==> src/rtl/rotate_share_ctrl.sv <==
// Two-requester round-robin front end for a single rotate-right datapath.
// Left rotates are folded into right rotates. Results go out through a one-entry registered response slot.
module rotate_share_ctrl #(
  parameter int W = 8,
  localparam int AW = $clog2(W)
) (
  input  logic          clk,
  input  logic          reset_n,
  input  logic          req0_valid_i,
  output logic          req0_ready_o,
  input  logic [W-1:0]  req0_data_i,
  input  logic [AW-1:0] req0_amt_i,
  input  logic          req0_dir_i,
  input  logic          req1_valid_i,
  output logic          req1_ready_o,
  input  logic [W-1:0]  req1_data_i,
  input  logic [AW-1:0] req1_amt_i,
  input  logic          req1_dir_i,
  output logic          rsp_valid_o,
  input  logic          rsp_ready_i,
  output logic [W-1:0]  rsp_data_o,
  output logic          rsp_id_o
);

  typedef enum logic {EMPTY, FULL} state_e;

  state_e        state_q, state_d;
  logic [W-1:0]  rsp_data_q, rsp_data_d;
  logic          rsp_id_q, rsp_id_d;
  logic          last_grant_q, last_grant_d;

  logic          can_load;
  logic          grant0, grant1;
  logic          accept;
  logic          sel;
  logic [W-1:0]  sel_data;
  logic [AW-1:0] sel_amt;
  logic          sel_dir;
  logic [AW-1:0] right_amt;
  logic [W-1:0]  rotated;

  function automatic logic [W-1:0] rotr(input logic [W-1:0] d, input logic [AW-1:0] k);
    return W'({d, d} >> k);
  endfunction

  // On a tie the requester that did not win last time gets the slot.
  assign can_load = (state_q == EMPTY) || rsp_ready_i;
  assign grant0   = req0_valid_i && (!req1_valid_i || last_grant_q);
  assign grant1   = req1_valid_i && (!req0_valid_i || !last_grant_q);

  assign req0_ready_o = reset_n && grant0 && can_load;
  assign req1_ready_o = reset_n && grant1 && can_load;
  assign accept       = req0_ready_o || req1_ready_o;

  assign sel      = grant1;
  assign sel_data = sel ? req1_data_i : req0_data_i;
  assign sel_amt  = sel ? req1_amt_i  : req0_amt_i;
  assign sel_dir  = sel ? req1_dir_i  : req0_dir_i;

  // Left by k equals right by (W-k) mod W; the AW-bit negate wraps 0 back to 0.
  assign right_amt = sel_dir ? (~sel_amt + 1'b1) : sel_amt;
  assign rotated   = rotr(sel_data, right_amt);

  always_comb begin
    state_d      = state_q;
    rsp_data_d   = rsp_data_q;
    rsp_id_d     = rsp_id_q;
    last_grant_d = last_grant_q;
    if (accept) begin
      state_d      = FULL;
      rsp_data_d   = rotated;
      rsp_id_d     = sel;
      last_grant_d = sel;
    end else if (state_q == FULL && rsp_ready_i) begin
      state_d = EMPTY;
    end
  end

  always_ff @(posedge clk or negedge reset_n) begin
    if (!reset_n) begin
      state_q      <= EMPTY;
      rsp_data_q   <= '0;
      rsp_id_q     <= 1'b0;
      last_grant_q <= 1'b1;
    end else begin
      state_q      <= state_d;
      rsp_data_q   <= rsp_data_d;
      rsp_id_q     <= rsp_id_d;
      last_grant_q <= last_grant_d;
    end
  end

  assign rsp_valid_o = (state_q == FULL);
  assign rsp_data_o  = rsp_data_q;
  assign rsp_id_o    = rsp_id_q;

endmodule

==> config.mk <==
export PLATFORM = sky130hd
export DESIGN_NAME = rotate_share_ctrl
export DESIGN_NICKNAME = d
export VERILOG_FILES = /design/src/rtl/rotate_share_ctrl.sv
export SDC_FILE = /design/constraint.sdc
export NUM_CORES = 1
export LEC_CHECK = 0
export CAP_MARGIN = 20
export CORE_UTILIZATION = 35
export DETAILED_ROUTE_END_ITERATION = 12
export PLACE_DENSITY = 0.72
export SETUP_SLACK_MARGIN = 0.1
export SLEW_MARGIN = 15
export SYNTH_ARGS = -nofsm -noshare
export SYNTH_HDL_FRONTEND = slang
export SYNTH_SLANG_ARGS = --single-unit
==> constraint.sdc <==
create_clock -name clk -period 1.8 [get_ports clk]
set_input_delay 0.18 -clock clk [delete_from_list [all_inputs] [get_ports clk]]
set_output_delay 0.18 -clock clk [all_outputs]
set_load 0.05 [all_outputs]
# Yosys cells after proc, flatten, opt, wreduce, memory -nomap -nowiden
# Index checks and enable logic that the tools add are counted.
# totals
register_bits	11
memories	0
mem_bits_rw	0
latchBits	0
word_cells	29
mem_bits_ro	0
input_bits	29
output_inout_bits	12
# op_classes
order_cmp	0
div_mod_pow	0
shift	1
n_mul	0
n_mux	6
bitwise	2
n_addsub	1
n_reduce_logical	15
eq_ne	0
# ops
operator	count
$shr 16x3->8	1
$mux 8	1
$logic_and 1x1->1	7
$mux 3	2
$logic_or 1x1->1	4
$add 3x1->3 const B	1
$logic_not 1->1	3
$mux 1	3
$not 3->3	1
$reduce_bool 2->1	1
$not 1->1	1

# Logic depth before layout (Yosys ltp)
# Gate-level depths: netlist of run 1.
# depth
word_depth	8
mapped_depth	7
depth_no_buf	5

# Least setup slack after synthesis of run 1
# No wires, ideal clock.
# synth_path
path_kind	register to register
start	register state_q, in the netlist rsp_valid_o
end	register rsp_data_q[1], in the netlist rsp_data_o[1]
slack_ns	-0.015
required_ns	1.657
arrival_time_ns	1.672
n_path_buf	2
stages_incl_launch_ff	8
setup_time_ns	0.143
synth_period_minus_slack_ns	1.815
path_cell_list	dfrtp_1 nand2b_1 and2_1 o21ai_1 buf_2 nand2b_1 buf_1 o221ai_1
# synth_via
elab_chain_cells	4
elab_cells_between_ends	5
classes_between	1 x bitwise; 4 x reduce/logical
# synth_lines
item	line	source
start: declaration	27	state_e state_q, state_d;
start signal: assignment	86	state_q <= state_d;
$not 1->1 (*)	47	assign can_load = (state_q == EMPTY) || rsp_ready_i;
$logic_or 1x1->1 (*)	47	
$logic_and 1x1->1 (on tied branches)	51, 52	
$logic_or 1x1->1 (*)	53	assign accept = req0_ready_o || req1_ready_o;
end signal: assignment	87	rsp_data_q <= rsp_data_d;
end: declaration	28	logic [W-1:0] rsp_data_q, rsp_data_d;
# Mark *: on every way between the ends. The rest lies on a longest branch, timed or not.
# A chain may end at the register's enable or synchronous reset.

# Final worst setup path of run 1
# layout_path
start	input req1_amt_i[1]
end	register rsp_data_q[0], in the netlist rsp_data_o[0]
# layout_via
elab_chain_cells	5
# layout_lines
item	line	source
start: declaration	17	input logic [AW-1:0] req1_amt_i,
$mux 3 (*)	57	assign sel_amt = sel ? req1_amt_i : req0_amt_i;
$not 3->3	61	assign right_amt = sel_dir ? (~sel_amt + 1'b1) : sel_amt;
$add 3x1->3	61	
$mux 3 (*)	61	
$shr 16x3->8 (*)	43	return W'({d, d} >> k);
# Marked as above.

==> metrics.cfg, run 1 <==
[setup_path]
crit_slowest_cell = clkdlybuf4s50_1
worstSetupPathDepth = 6
r2r_start = last_grant_q$_DFFE_PN1P_
worstSetupStartpoint = req1_amt_i[1]
r2r_end = rsp_data_o[0]$_DFFE_PN0P_
critPathMaxFanout = 8
cp_num_buf_inv = 1
reg2regPathDepth = 6
crit_end = rsp_data_o[0]$_DFFE_PN0P_
end_kind = flip-flop
rrSetupSlack_ns = 0.14
critical_path_class = in -> reg
arrival_ns = 1.81
cpLargestDelayFamily = simple AND/OR/NAND/NOR gates
cp.required_ns = 1.93
critPathMaxStageDelay_ns = 0.53
crit_chain = clkdlybuf4s50_1 -> and3b_2 -> nor2_8 -> nor3_1 -> nor4_2 -> o221ai_1
crit_path_start_kind = input port

[synth]
synth_nets = 150
synth_top_area_cell = dfrtp_1
ys_ff_latch = 11
synth.area.top_cells = dfrtp_1 (22%), mux2i_1 (14%), nor4_1 (9.0%)
yosys_warnings = 0
seq_area_frac_synth = 0.248
syn_area_um2 = 1120
netlist.area_leader.share = 0.224
avgSynthCellArea_um2 = 9.22
syn-instance-count = 121
synth.distinct_cells = 27

[sta]
whs_ns = 0.254
finalHoldViolCount = 0
rsz0062_at_grt = yes
final_max_slew_viol_count = 0
worst_pin_slew_ns = 0.516
finClkSkew_ns = 0.00302
finalCritPeriodShare = 0.934
report.final.setup_viol = 0
slew_headroom = 0.655
setup_tns_ns = 0
period_needed_ns = 1.68
clock.fmax_ghz = 0.595

[finish]
area_growth_pct = 72.3
final_util = 0.635
final_cell_mix = clkdlybuf4s50_1 (35), buf_4 (22), nor4_1 (13), nor3_1 (12), nand2_1 (11)
drive_gt1_frac = 0.377
mostFrequentLayoutCell = clkdlybuf4s50_1
diodes = 0
nNetsFinal = 213
final_cell_area_um2 = 1920

[floorplan]
start_util = 0.369
num_io_pins = 41
rows = 20
dieWidth_um = 58.5
dieArea_um2 = 3420
core_area_um2 = 3030
fp.dieH_um = 58.5

[global_route]
antenna_found_initial = 0
grt_max_degree = 17
grt_use_total = 0.182
grt_pass1_vias = 1098
grt_pass1_wl_um = 4780
grt_overflow_total = 0

[place]
dp_hpwl_um = 2420
port_buffers = 40
placed_area_um2 = 1660
routabilityCongestion = 0.905

[pwr]
vdd_drop_max_mv = 0.466
leakage_nw = 0.756
power_density_nw_per_um2 = 752

[cts]
root_buffer = clkbuf_4
h-tree-depth = 1
cts_sinks = 11
clk_pin_slew_worst_paths_ns = 0.07
cts_buffers = 3
clk_latency_ns = 0.27
clock_path_buffers = 2
tritoncts = done

[routing]
drc_errors = 0
ant_nets = 0
firstDrtPassIters = 4
wirelength_um = 3550
num_vias = 1270
via_per_inst = 5.59
wl_per_cell_um = 15.6
drt-initial-drc-count = 37

[worst_hold_path]
hold_path.class = in -> async

[run_status]
outcome = completed

[flow_run]
cap_violations = 0

-- power breakdown --
group	total [W]	internal (W)	switching, W
clock network	0.000166	0.0000858	0.0000806
logic	0.000918	0.000394	0.000524
registers	0.000362	0.000320	0.0000423
total	0.00145	0.000800	0.000647
-- metrics by stage --
step / total power (W) / instances / worst slack, ns
after floorplan: 0.000868 / 121 / 0.127
after global placement: 0.00116 / 212 / -0.198
after detailed placement: 0.00118 / 212 / -0.228
after CTS: 0.00136 / 217 / 0.0944
after global routing: 0.00152 / 227 / 0.0591
final: 0.00145 / 227 / 0.118
-- per-layer routing --
metal | vias to the layer above | part of all wire | track usage | routed length [um]
met5 | - | 0 | 0 | 0
met4 | 0 | 0.022 | 0.0680 | 79
met3 | 8 | 0.058 | 0.0286 | 206
met2 | 63 | 0.51 | 0.320 | 1810
met1 | 594 | 0.41 | 0.225 | 1450
li1 | 605 | - | - | -
-- worst reg2reg max path, cell delays in order, from the launching register on --
cell      delay (ns)
dfstp_2         0.58
nand2_2         0.08
nand2_4         0.10
buf_12          0.13
nor3_1          0.07
nor4_2          0.39
o221ai_1        0.17
-- sequential cells by signal, indices dropped and copies added, names as in the netlist --
register,count
last_grant_q,1
rsp_valid_o,1
rsp_data_o,8
rsp_id_o,1
-- cells in the mapped netlist --
cell type / n
mux2i_1: 16
nor2_4: 1
a22o_1: 1
nor3_2: 2
or2_0: 1
o22ai_1: 1
nor2_8: 1
nand2_1: 13
a21boi_4: 3
buf_2: 2
nor3_1: 14
and3b_1: 2
xnor2_1: 1
nor2b_1: 1
nor4_1: 16
o221ai_1: 8
nand2b_1: 2
nor4_2: 8
buf_6: 3
buf_4: 2
o21ai_1: 2
dfstp_2: 1
and2_1: 2
buf_1: 2
dfrtp_1: 10
nor2_1: 2
o21ai_0: 4
-- kinds of logic after synthesis --
group / count (synthesis) / synth area share
flops: 11 / 0.248
buf+inv: 9 / 0.0594
compound gates: 19 / 0.154
xor+xnor: 1 / 0.00785
mux: 16 / 0.143
simple gates: 65 / 0.388
-- area by class of cell --
type / count / area, um2
Fill cell: 247 / 1100
Multi-Input combinational cell: 102 / 898
Timing Repair Buffer: 66 / 666
Sequential cell: 11 / 278
Tap cell: 44 / 55.1
Clock buffer: 4 / 26.3
-- how the worst min path moves through the flow --
stage,end,slack [ns],depth (start not counted),startpoint
6_report,rsp_id_o$_DFFE_PN0P_,0.25,2,reset_n
3_3_place_gp,rsp_data_o[2]$_DFFE_PN0P_,0.48,2,rsp_data_o[2]$_DFFE_PN0P_
2_1_floorplan,rsp_data_o[0]$_DFFE_PN0P_,-0.12,0,reset_n
3_5_place_dp,rsp_data_o[3]$_DFFE_PN0P_,0.48,2,rsp_data_o[3]$_DFFE_PN0P_
5_1_grt,rsp_id_o$_DFFE_PN0P_,0.24,2,reset_n
4_1_cts,rsp_data_o[5]$_DFFE_PN0P_,0.25,2,reset_n
-- timing repair --
action / 4_1_cts / 5_1_grt
gates cloned: 0 / 2
hold buffers: 0 / 0
pin swaps: 3 / 10
buffers inserted: 1 / 8
resized for setup: 4 / 26
endpoints found under the setup margin: 4 / 8
(Power assumes the default switching activity.)
==> inputs of run 2 (changes only) <==
- CAP_MARGIN: 20 -> not set
==> results of run 2 <==
The final DEF is identical to that of run 1; final timing and power are the same.
==> inputs of run 3 (changes only) <==
- CORE_UTILIZATION: 35 -> 44
- PLACE_DENSITY: 0.72 -> 0.86
==> run 3 against run 2 <==
  * Die area shrank 20%
  * Combinational power increased by 4.1%
  * Maximum frequency down 3.6%
  * Largest cell class unchanged
==> metrics.cfg, run 3 (same netlist as run 1, synthesis figures left out) <==
[routing]
wirelength_um = 4390
drc_errors = 0
ant_nets = 0
wl_per_cell_um = 21.2
firstDrtPassIters = 5
num_vias = 1364
drt-initial-drc-count = 60
via_per_inst = 6.59

[setup_path]
end_kind = flip-flop
crit_path_start_kind = input port
rrSetupSlack_ns = 0.12
critical_path_class = in -> reg
reg2regPathDepth = 6
cp.required_ns = 2.00
arrival_ns = 1.94
critPathMaxFanout = 9

[pwr]
vdd_drop_max_mv = 0.935
power_switching_w = 0.000716
p_int_w = 0.000803
leakage_nw = 0.767
pwr-share-clk = 0.126
switching_share = 0.471
p_seq_frac = 0.244
pwr-share-comb = 0.629
power_density_nw_per_um2 = 775

[sta]
finalCritPeriodShare = 0.970
slew_headroom = 0.639
report.final.setup_viol = 0
period_needed_ns = 1.75
finalHoldViolCount = 0
clock.fmax_ghz = 0.573
final_max_slew_viol_count = 0
finClkSkew_ns = 0.00299
worst_pin_slew_ns = 0.537
whs_ns = 0.206
rsz0062_at_grt = yes
setup_tns_ns = 0

[global_route]
antenna_found_initial = 0
grt_pass1_wl_um = 5420
grt_overflow_total = 0
grt_max_degree = 19
grt_pass1_vias = 1240
grt_use_total = 0.272

[cts]
h-tree-depth = 1
cts_buffers = 3
tritoncts = done
clock_path_buffers = 2
clk_pin_slew_worst_paths_ns = 0.08
clk_latency_ns = 0.30
root_buffer = clkbuf_4
cts_sinks = 11
hold_buffers = 0

[place]
dp_hpwl_um = 2670
routabilityCongestion = 0.871
port_buffers = 40

[floorplan]
num_io_pins = 41
dieArea_um2 = 2740
dieWidth_um = 52.4
fp.dieH_um = 52.4
rows = 17
start_util = 0.486
core_area_um2 = 2300

[finish]
nNetsFinal = 209
diodes = 0
drive_gt1_frac = 0.385
largest_register_ffs = 8
area_growth_pct = 75.7
final_cell_mix = clkdlybuf4s50_1 (34), buf_4 (16), nor4_2 (13), nor3_1 (12), nand2_1 (11)
mostFrequentLayoutCell = clkdlybuf4s50_1
final_util = 0.853

[worst_hold_path]
hold_path.class = in -> async

[run_status]
outcome = completed

[flow_run]
cap_violations = 0

==> run 3: cell types whose count changed in the layout (fill, tap and decap cells not counted), sizes merged <==
| cell | delta |
|---|---|
| buf | -4 |
| and3b | -1 |
| clkbuf | +1 |
| clkdlybuf4s50 | -1 |
| dlymetal6s2s | +1 |
==> run 3: area by class of cell <==
type / count / area, um2
Timing Repair Buffer: 63 / 662
Sequential cell: 11 / 278
Multi-Input combinational cell: 101 / 960
Tap cell: 28 / 35.0
Fill cell: 123 / 337
Clock buffer: 4 / 26.3
==> run 3: worst paths after layout <==
check,start,endpoint
hold reg to reg,rsp_data_o[1]$_DFFE_PN0P_,rsp_data_o[1]$_DFFE_PN0P_
max in group asynchronous,reset_n,last_grant_q$_DFFE_PN1P_
setup / recovery,req1_amt_i[1],rsp_data_o[4]$_DFFE_PN0P_
hold / removal,reset_n,rsp_data_o[3]$_DFFE_PN0P_
setup reg to reg,last_grant_q$_DFFE_PN1P_,rsp_data_o[4]$_DFFE_PN0P_
min in group clk,rsp_data_o[1]$_DFFE_PN0P_,rsp_data_o[1]$_DFFE_PN0P_
==> run 3: critical path: stages <==
cell and delay [ns]:
clkdlybuf4s50_1 0.45, and3b_4 0.48, nor2_8 0.08, nor3_1 0.47
nor4_4 0.07, o221ai_1 0.21
==> run 3: through the flow <==
| stage | instance area (um2) | worst slack, ns | total power (W) | std cells |
|---|---|---|---|---|
| after floorplan | 1120 | 0.127 | 0.000868 | 121 |
| after global placement | 1610 | -0.133 | 0.00114 | 192 |
| after detailed placement | 1610 | -0.242 | 0.00117 | 192 |
| after CTS | 1680 | 0.103 | 0.00137 | 199 |
| after global routing | 1960 | 0.0269 | 0.00158 | 207 |
| final | 1960 | 0.0546 | 0.00152 | 207 |
==> run 3: timing repair <==
action,in CTS,in global routing
endpoints found under the setup margin,6,8
setup buffers,3,6
gates cloned,0,2
gates resized for setup,7,35
endpoints found under the hold margin,0,0
pin swaps,4,16
==> run 3: power by group through the flow <==
stage | sequential [W] | clock (W) | combinational (W)
after detailed placement | 0.000373 | 0 | 0.000800
after global placement | 0.000366 | 0 | 0.000773
after CTS | 0.000369 | 0.000180 | 0.000816
final | 0.000371 | 0.000192 | 0.000956
after floorplan | 0.000582 | 0 | 0.000285
after global routing | 0.000375 | 0.000209 | 0.000993
==> run 3: layer usage <==
metal / vias to the layer above / GRT usage / routed length, um
met5: - / 0 / 0
met4: 0 / 0.114 / 166
met3: 21 / 0.0522 / 303
met2: 103 / 0.513 / 2170
met1: 643 / 0.287 / 1750
li1: 597 / - / -
